**config.mk**
```make
export PLATFORM = sky130hd
export DESIGN_NAME = hazard_fwd_unit
export DESIGN_NICKNAME = d
export VERILOG_FILES = /design/src/rtl/hazard_pkg.sv /design/src/rtl/fwd_mux3.sv /design/src/rtl/hazard_fwd_unit.sv
export SDC_FILE = /design/constraint.sdc
export NUM_CORES = 1
export LEC_CHECK = 0
export ABC_AREA = 1
export CAP_MARGIN = 20
export CORE_AREA = 4 4 171 173
export CTS_BUF_LIST = sky130_fd_sc_hd__clkbuf_16
export DETAILED_ROUTE_END_ITERATION = 10
export DIE_AREA = 0 0 175 177
export PLACE_DENSITY = 0.64
export REMOVE_ABC_BUFFERS = 1
export SYNTH_ARGS = -nofsm -noshare
export SYNTH_HDL_FRONTEND = slang
export SYNTH_SLANG_ARGS = --single-unit
```
**constraint.sdc**
```tcl
create_clock -name clk -period 2.1 [get_ports clk]
set_input_delay 0.525 -clock clk [delete_from_list [all_inputs] [get_ports clk]]
set_output_delay 0.525 -clock clk [all_outputs]
set_load 0.01 [all_outputs]
```
**src/rtl/hazard_pkg.sv**
```systemverilog
// Shared encodings, latency defaults and the in-flight stage record for the
// D/E/M/W hazard and forwarding controller.
package hazard_pkg;

    localparam int RA_W_DEF    = 5;
    localparam int TN_W_DEF    = 2;
    localparam int MUL_LAT_DEF = 5;
    localparam int DIV_LAT_DEF = 10;

    // Tuse: cycles from D until the operand is consumed; 3 means never read.
    localparam logic [TN_W_DEF-1:0] TUSE_D    = 2'd0;
    localparam logic [TN_W_DEF-1:0] TUSE_E    = 2'd1;
    localparam logic [TN_W_DEF-1:0] TUSE_M    = 2'd2;
    localparam logic [TN_W_DEF-1:0] TUSE_NONE = 2'd3;

    // Tnew: cycles after E entry until the result can be forwarded.
    localparam logic [TN_W_DEF-1:0] TNEW_E = 2'd0;
    localparam logic [TN_W_DEF-1:0] TNEW_M = 2'd1;
    localparam logic [TN_W_DEF-1:0] TNEW_W = 2'd2;

    typedef struct packed {
        logic [RA_W_DEF-1:0] wa;
        logic [TN_W_DEF-1:0] tnew;
        logic [RA_W_DEF-1:0] rs;
        logic [RA_W_DEF-1:0] rt;
        logic                md_start;
        logic                md_div;
    } stage_t;

    function automatic logic [TN_W_DEF-1:0] tnew_dec(input logic [TN_W_DEF-1:0] t);
        return (t == '0) ? '0 : t - TN_W_DEF'(1);
    endfunction

endpackage

```
**src/rtl/fwd_mux3.sv**
```systemverilog
// Priority operand bypass: first source whose address matches and whose
// result is ready wins; address 0 never forwards.
module fwd_mux3 #(
    parameter int DATA_W = 32,
    parameter int RA_W   = 5
) (
    input  logic [RA_W-1:0]   addr,
    input  logic [RA_W-1:0]   wa1,
    input  logic              rdy1,
    input  logic [DATA_W-1:0] val1,
    input  logic [RA_W-1:0]   wa2,
    input  logic              rdy2,
    input  logic [DATA_W-1:0] val2,
    input  logic [RA_W-1:0]   wa3,
    input  logic              rdy3,
    input  logic [DATA_W-1:0] val3,
    input  logic [DATA_W-1:0] raw,
    output logic [DATA_W-1:0] out
);

    logic live;
    assign live = (addr != '0);

    always_comb begin
        out = raw;
        if (live && wa1 == addr && rdy1)
            out = val1;
        else if (live && wa2 == addr && rdy2)
            out = val2;
        else if (live && wa3 == addr && rdy3)
            out = val3;
    end

endmodule

```
**src/rtl/hazard_fwd_unit.sv**
```systemverilog
// Tnew/Tuse stall generator, mult/div busy tracker and operand bypass muxes.
// Define DFWD_FROM_W_EN to enable the W->D bypass (else regfile is write-through).
module hazard_fwd_unit import hazard_pkg::*; #(
    parameter int DATA_W  = 32,
    parameter int RA_W    = RA_W_DEF,
    parameter int TN_W    = TN_W_DEF,
    parameter int MUL_LAT = MUL_LAT_DEF,
    parameter int DIV_LAT = DIV_LAT_DEF,
    parameter int CNT_W   = 4
) (
    input  logic              clk,
    input  logic              reset,
    input  logic [RA_W-1:0]   d_rs,
    input  logic [RA_W-1:0]   d_rt,
    input  logic [TN_W-1:0]   d_tuse_rs,
    input  logic [TN_W-1:0]   d_tuse_rt,
    input  logic [RA_W-1:0]   d_wa,
    input  logic [TN_W-1:0]   d_tnew,
    input  logic              d_md_start,
    input  logic              d_md_div,
    input  logic              d_md_use,
    input  logic [DATA_W-1:0] d_rd1,
    input  logic [DATA_W-1:0] d_rd2,
    input  logic [DATA_W-1:0] e_rd1,
    input  logic [DATA_W-1:0] e_rd2,
    input  logic [DATA_W-1:0] m_rt_raw,
    input  logic [DATA_W-1:0] e_res,
    input  logic [DATA_W-1:0] m_res,
    input  logic [DATA_W-1:0] w_res,
    output logic              stall,
    output logic              md_busy,
    output logic [DATA_W-1:0] d_rs_fwd,
    output logic [DATA_W-1:0] d_rt_fwd,
    output logic [DATA_W-1:0] e_rs_fwd,
    output logic [DATA_W-1:0] e_rt_fwd,
    output logic [DATA_W-1:0] m_rt_fwd
);

`ifdef DFWD_FROM_W_EN
    localparam logic D_W_EN = 1'b1;
`else
    localparam logic D_W_EN = 1'b0;
`endif

    stage_t           e_st;
    logic [RA_W-1:0]  m_wa;
    logic [TN_W-1:0]  m_tnew;
    logic [RA_W-1:0]  m_rt;
    logic [RA_W-1:0]  w_wa;
    logic [CNT_W-1:0] cnt;

    logic rs_haz, rt_haz, e_rdy, m_rdy;

    assign rs_haz = (d_rs != '0) &&
                    ((e_st.wa == d_rs && e_st.tnew > d_tuse_rs) ||
                     (m_wa == d_rs && m_tnew > d_tuse_rs));
    assign rt_haz = (d_rt != '0) &&
                    ((e_st.wa == d_rt && e_st.tnew > d_tuse_rt) ||
                     (m_wa == d_rt && m_tnew > d_tuse_rt));

    assign md_busy = e_st.md_start || (cnt != '0);
    assign stall   = rs_haz || rt_haz || (d_md_use && md_busy);
    assign e_rdy   = (e_st.tnew == '0);
    assign m_rdy   = (m_tnew == '0);

    always_ff @(posedge clk) begin
        if (reset) begin
            e_st   <= '0;
            m_wa   <= '0;
            m_tnew <= '0;
            m_rt   <= '0;
            w_wa   <= '0;
            cnt    <= '0;
        end else begin
            // A stalled D inserts a bubble so the frozen instruction is not issued twice.
            if (stall)
                e_st <= '0;
            else
                e_st <= '{wa: d_wa, tnew: d_tnew, rs: d_rs, rt: d_rt,
                          md_start: d_md_start, md_div: d_md_div};
            m_wa   <= e_st.wa;
            m_tnew <= tnew_dec(e_st.tnew);
            m_rt   <= e_st.rt;
            w_wa   <= m_wa;
            if (e_st.md_start)
                cnt <= e_st.md_div ? CNT_W'(DIV_LAT) : CNT_W'(MUL_LAT);
            else if (cnt != '0)
                cnt <= cnt - CNT_W'(1);
        end
    end

    fwd_mux3 #(.DATA_W(DATA_W), .RA_W(RA_W)) u_d_rs (
        .addr(d_rs), .wa1(e_st.wa), .rdy1(e_rdy), .val1(e_res),
        .wa2(m_wa), .rdy2(m_rdy), .val2(m_res),
        .wa3(w_wa), .rdy3(D_W_EN), .val3(w_res),
        .raw(d_rd1), .out(d_rs_fwd)
    );

    fwd_mux3 #(.DATA_W(DATA_W), .RA_W(RA_W)) u_d_rt (
        .addr(d_rt), .wa1(e_st.wa), .rdy1(e_rdy), .val1(e_res),
        .wa2(m_wa), .rdy2(m_rdy), .val2(m_res),
        .wa3(w_wa), .rdy3(D_W_EN), .val3(w_res),
        .raw(d_rd2), .out(d_rt_fwd)
    );

    // E and M consumers only ever see older producers; the third slot is idle.
    fwd_mux3 #(.DATA_W(DATA_W), .RA_W(RA_W)) u_e_rs (
        .addr(e_st.rs), .wa1(m_wa), .rdy1(m_rdy), .val1(m_res),
        .wa2(w_wa), .rdy2(1'b1), .val2(w_res),
        .wa3('0), .rdy3(1'b0), .val3('0),
        .raw(e_rd1), .out(e_rs_fwd)
    );

    fwd_mux3 #(.DATA_W(DATA_W), .RA_W(RA_W)) u_e_rt (
        .addr(e_st.rt), .wa1(m_wa), .rdy1(m_rdy), .val1(m_res),
        .wa2(w_wa), .rdy2(1'b1), .val2(w_res),
        .wa3('0), .rdy3(1'b0), .val3('0),
        .raw(e_rd2), .out(e_rt_fwd)
    );

    fwd_mux3 #(.DATA_W(DATA_W), .RA_W(RA_W)) u_m_rt (
        .addr(m_rt), .wa1(w_wa), .rdy1(1'b1), .val1(w_res),
        .wa2('0), .rdy2(1'b0), .val2('0),
        .wa3('0), .rdy3(1'b0), .val3('0),
        .raw(m_rt_raw), .out(m_rt_fwd)
    );

endmodule

```
==> metrics.cfg, run 1 <==
[timing]
setup_slack_ps = -503
rsz0062_at_grt = true
period_minus_slack_ps = 2600
hold_viol_final = 0
relSlewSlack_pct = 74.9
clock_skew_ps = 4.62
hold_ws_ps = 428
post-route-period-util_pct = 124
clock.fmax_ghz = 0.384
slew_viol_final = 0
worst_pin_slew_ps = 376
finalSetupViolations = 161

[die]
fp-row-count = 61
fp.dieW_um = 175
start_util_pct = 18.5
coreArea_um2 = 27600
dieHeight_um = 177
io_pins = 444
design.die.area_um2 = 31000

[layout]
fillers = 2584
fin_nets = 1879
final_area_um2 = 14400
drive_above_1_share_pct = 47.3
area_growth_pct = 182
regArea_um2 = 847
multiInputGateArea_um2 = 5130

[placed_design]
place.gp.congestion = 0.921
hpwl_mm = 27.4
place_area_um2 = 10900
port_buffers = 443
dp_slack_ps = -1540

[cts]
h-tree-depth = 2
holdBufCountCts = 0
cts_tree = yes
clk_latency_ps = 280
clockBufferDepth = 2
cts_sinks = 40
path_clk_slew_ps = 60
cts_buffers = 5
ctsRootBufferMaster = clkbuf_16

[power]
power_frac_seq_pct = 10.0
p_sw_mw = 4.31
pwr-share-clk_pct = 8.7
p_comb_share_pct = 81.2
p_leak_nw = 6.49
power.density_nw_per_um2 = 685
p_total_mw = 9.88
intPower_mw = 5.58
swShare_pct = 43.6
ir_worst_vdd_v = 0.000539

[route]
vias = 9646
wl_per_cell_um = 23.1
antenna_left = 0
wl_mm = 45.4
drc = 0
viasPerCell = 4.91
dr.pass1.iters = 5
first_iter_violations = 684

[setup_path]
start_kind = flip-flop
cp_common_cell = buf_6
crit_required_ps = 1570
crit_type = flip-flop to output port
startpoint = m_tnew[1]
regToRegSetupSlack_ps = 200
crit_fanout = 7
rr_startpoint = m_tnew[1]
cp.depth = 12
reg2reg_depth = 12
cpPeakStageDelay_ps = 320
slowest_stage = dfxtp_2
cp.arrival_ps = 2080
endpoint = e_rt_fwd[29]
cp_cell_sequence = nor2_2, buf_6, buf_6, o21ai_2, a21oi_2, nand4_1, buf_6, buf_12, buf_6, o211ai_1, o21ai_1, buf_4
rr_endpoint = e_st[11]
critPathCaptureType = output port
path_delay_family = buffers and inverters
path_buf_inv = 6

[logic_synthesis]
syn_area_um2 = 5120
synth_top_cells_by_area = nand2_1 (21%), dfxtp_1 (16%), o21ai_0 (13%)
ys_ff_latch = 40
ys_types = 30
ys_seq_area_share_pct = 15.7
synth.largest_area_cell = nand2_1
synthTopCellsByCount = nand2_1 (286), o21ai_0 (135), inv_1 (130)
synth_ff_type = dfxtp_1
synth_most_common_cell = nand2_1
synth_edf_count = 0
avgSynthCellArea_um2 = 5.41
synthArstFlopShare_pct = 0
synth_top_area_share_pct = 21.0
synthCells = 945
synth_warnings = 0

[run_status]
violations = negative setup slack
status = complete, but fails checks

[worst_hold_path]
min_from = e_st[12]
hold_class = flip-flop to flip-flop

[run]
max_cap_viol_count = 0

[global_routing]
grt_pass1_wl_mm = 60.0
grt_use_total_pct = 25.6
grt_pass1_vias = 9630
grt_overflow = 0
grt_max_degree = 20
antenna_found_initial = 5

area by class of cell:
type	instances	area share [%]
well taps	378	3.28
clock inverters	3	0.260
multi-input cells	716	35.5
inverters	132	3.72
clock buffers	5	0.867
flip-flops and latches	40	5.87
repair buffers	691	50.5
diodes	1	0.0173
through the flow:
step | util [%] | TNS [ps] | cells
after floorplan | - | -167000 | 888
after global placement | 39.6 | -142030 | 1834
after detailed placement | 39.6 | -144510 | 1834
after CTS | 48.0 | -56240 | 1949
after global routing | 52.3 | -76390 | 1966
final | 52.3 | -63180 | 1966
cell families (layout without fill, tap and decap cells):
kind of cell	after synthesis	count (layout)	synth area share [%]
compound gates	286	286	32.1
simple gates	397	397	30.8
xor+xnor	22	22	3.77
flops	40	40	15.7
other cells	0	1	0
buf+inv	189	831	14.9
fa+ha+maj	11	11	2.69
registers in the layout (all words and copies together), names as in the netlist:
signal / count
m_tnew: 2
m_rt: 5
w_wa: 5
cnt: 4
m_wa: 5
e_st: 19
power by group through the flow:
stage                     Clock, mW  Combinational, mW  Sequential, mW
final                         0.863               8.03           0.992
after global routing          0.889               8.49            1.00
after CTS                     0.860               7.49           0.980
after detailed placement          0               5.87           0.978
after global placement            0               5.82           0.975
after floorplan                   0               2.21           0.959
placed cells by master (no fill, tap or decap), drive strengths merged:
cell	instances
buf	406
nand2	286
clkdlybuf4s50	267
o21ai	169
inv	131
nor2	79
o211ai	64
dfxtp	40
a31oi	32
clkbuf	18
xnor2	16
a21oi	14
nand3	12
ha	11
nor3	9
nand4	8
xor2	6
o22ai	5
clkinv	3
bufbuf	2
clkdlybuf4s15	2
diode	1
nor4	1
and3	1
nand3b	1
a21boi	1
a2111oi	1
bufinv	1
dlymetal6s2s	1
worst min-delay path by stage:
stage	to	slack [ps]	cells past startpoint
final	m_tnew[0]	430	1
after CTS	m_tnew[0]	410	1
after floorplan	m_tnew[0]	390	1
after detailed placement	m_tnew[0]	410	1
after global routing	m_tnew[0]	440	1
after global placement	m_tnew[0]	410	1
layer usage:
metal / GRT usage (%) / up-vias / wire length (um)
met5: 0 / - / 41
met4: 8.90 / 6 / 2150
met3: 7.24 / 156 / 3870
met2: 46.1 / 557 / 22300
met1: 28.9 / 4500 / 17100
li1: - / 4427 / -
timing repair:
action                      CTS  global route
setup endpoints to repair   181           162
pin swaps                   112           130
gates cloned                 41            10
gates resized for setup    1187           324
setup buffers                71            30
(Power assumes the default switching activity.)
==> inputs of run 2 (changes only) <==
- CTS_CLUSTER_SIZE: not set -> 12
==> results of run 2 <==
The final DEF is identical to that of run 1; final timing and power are the same.
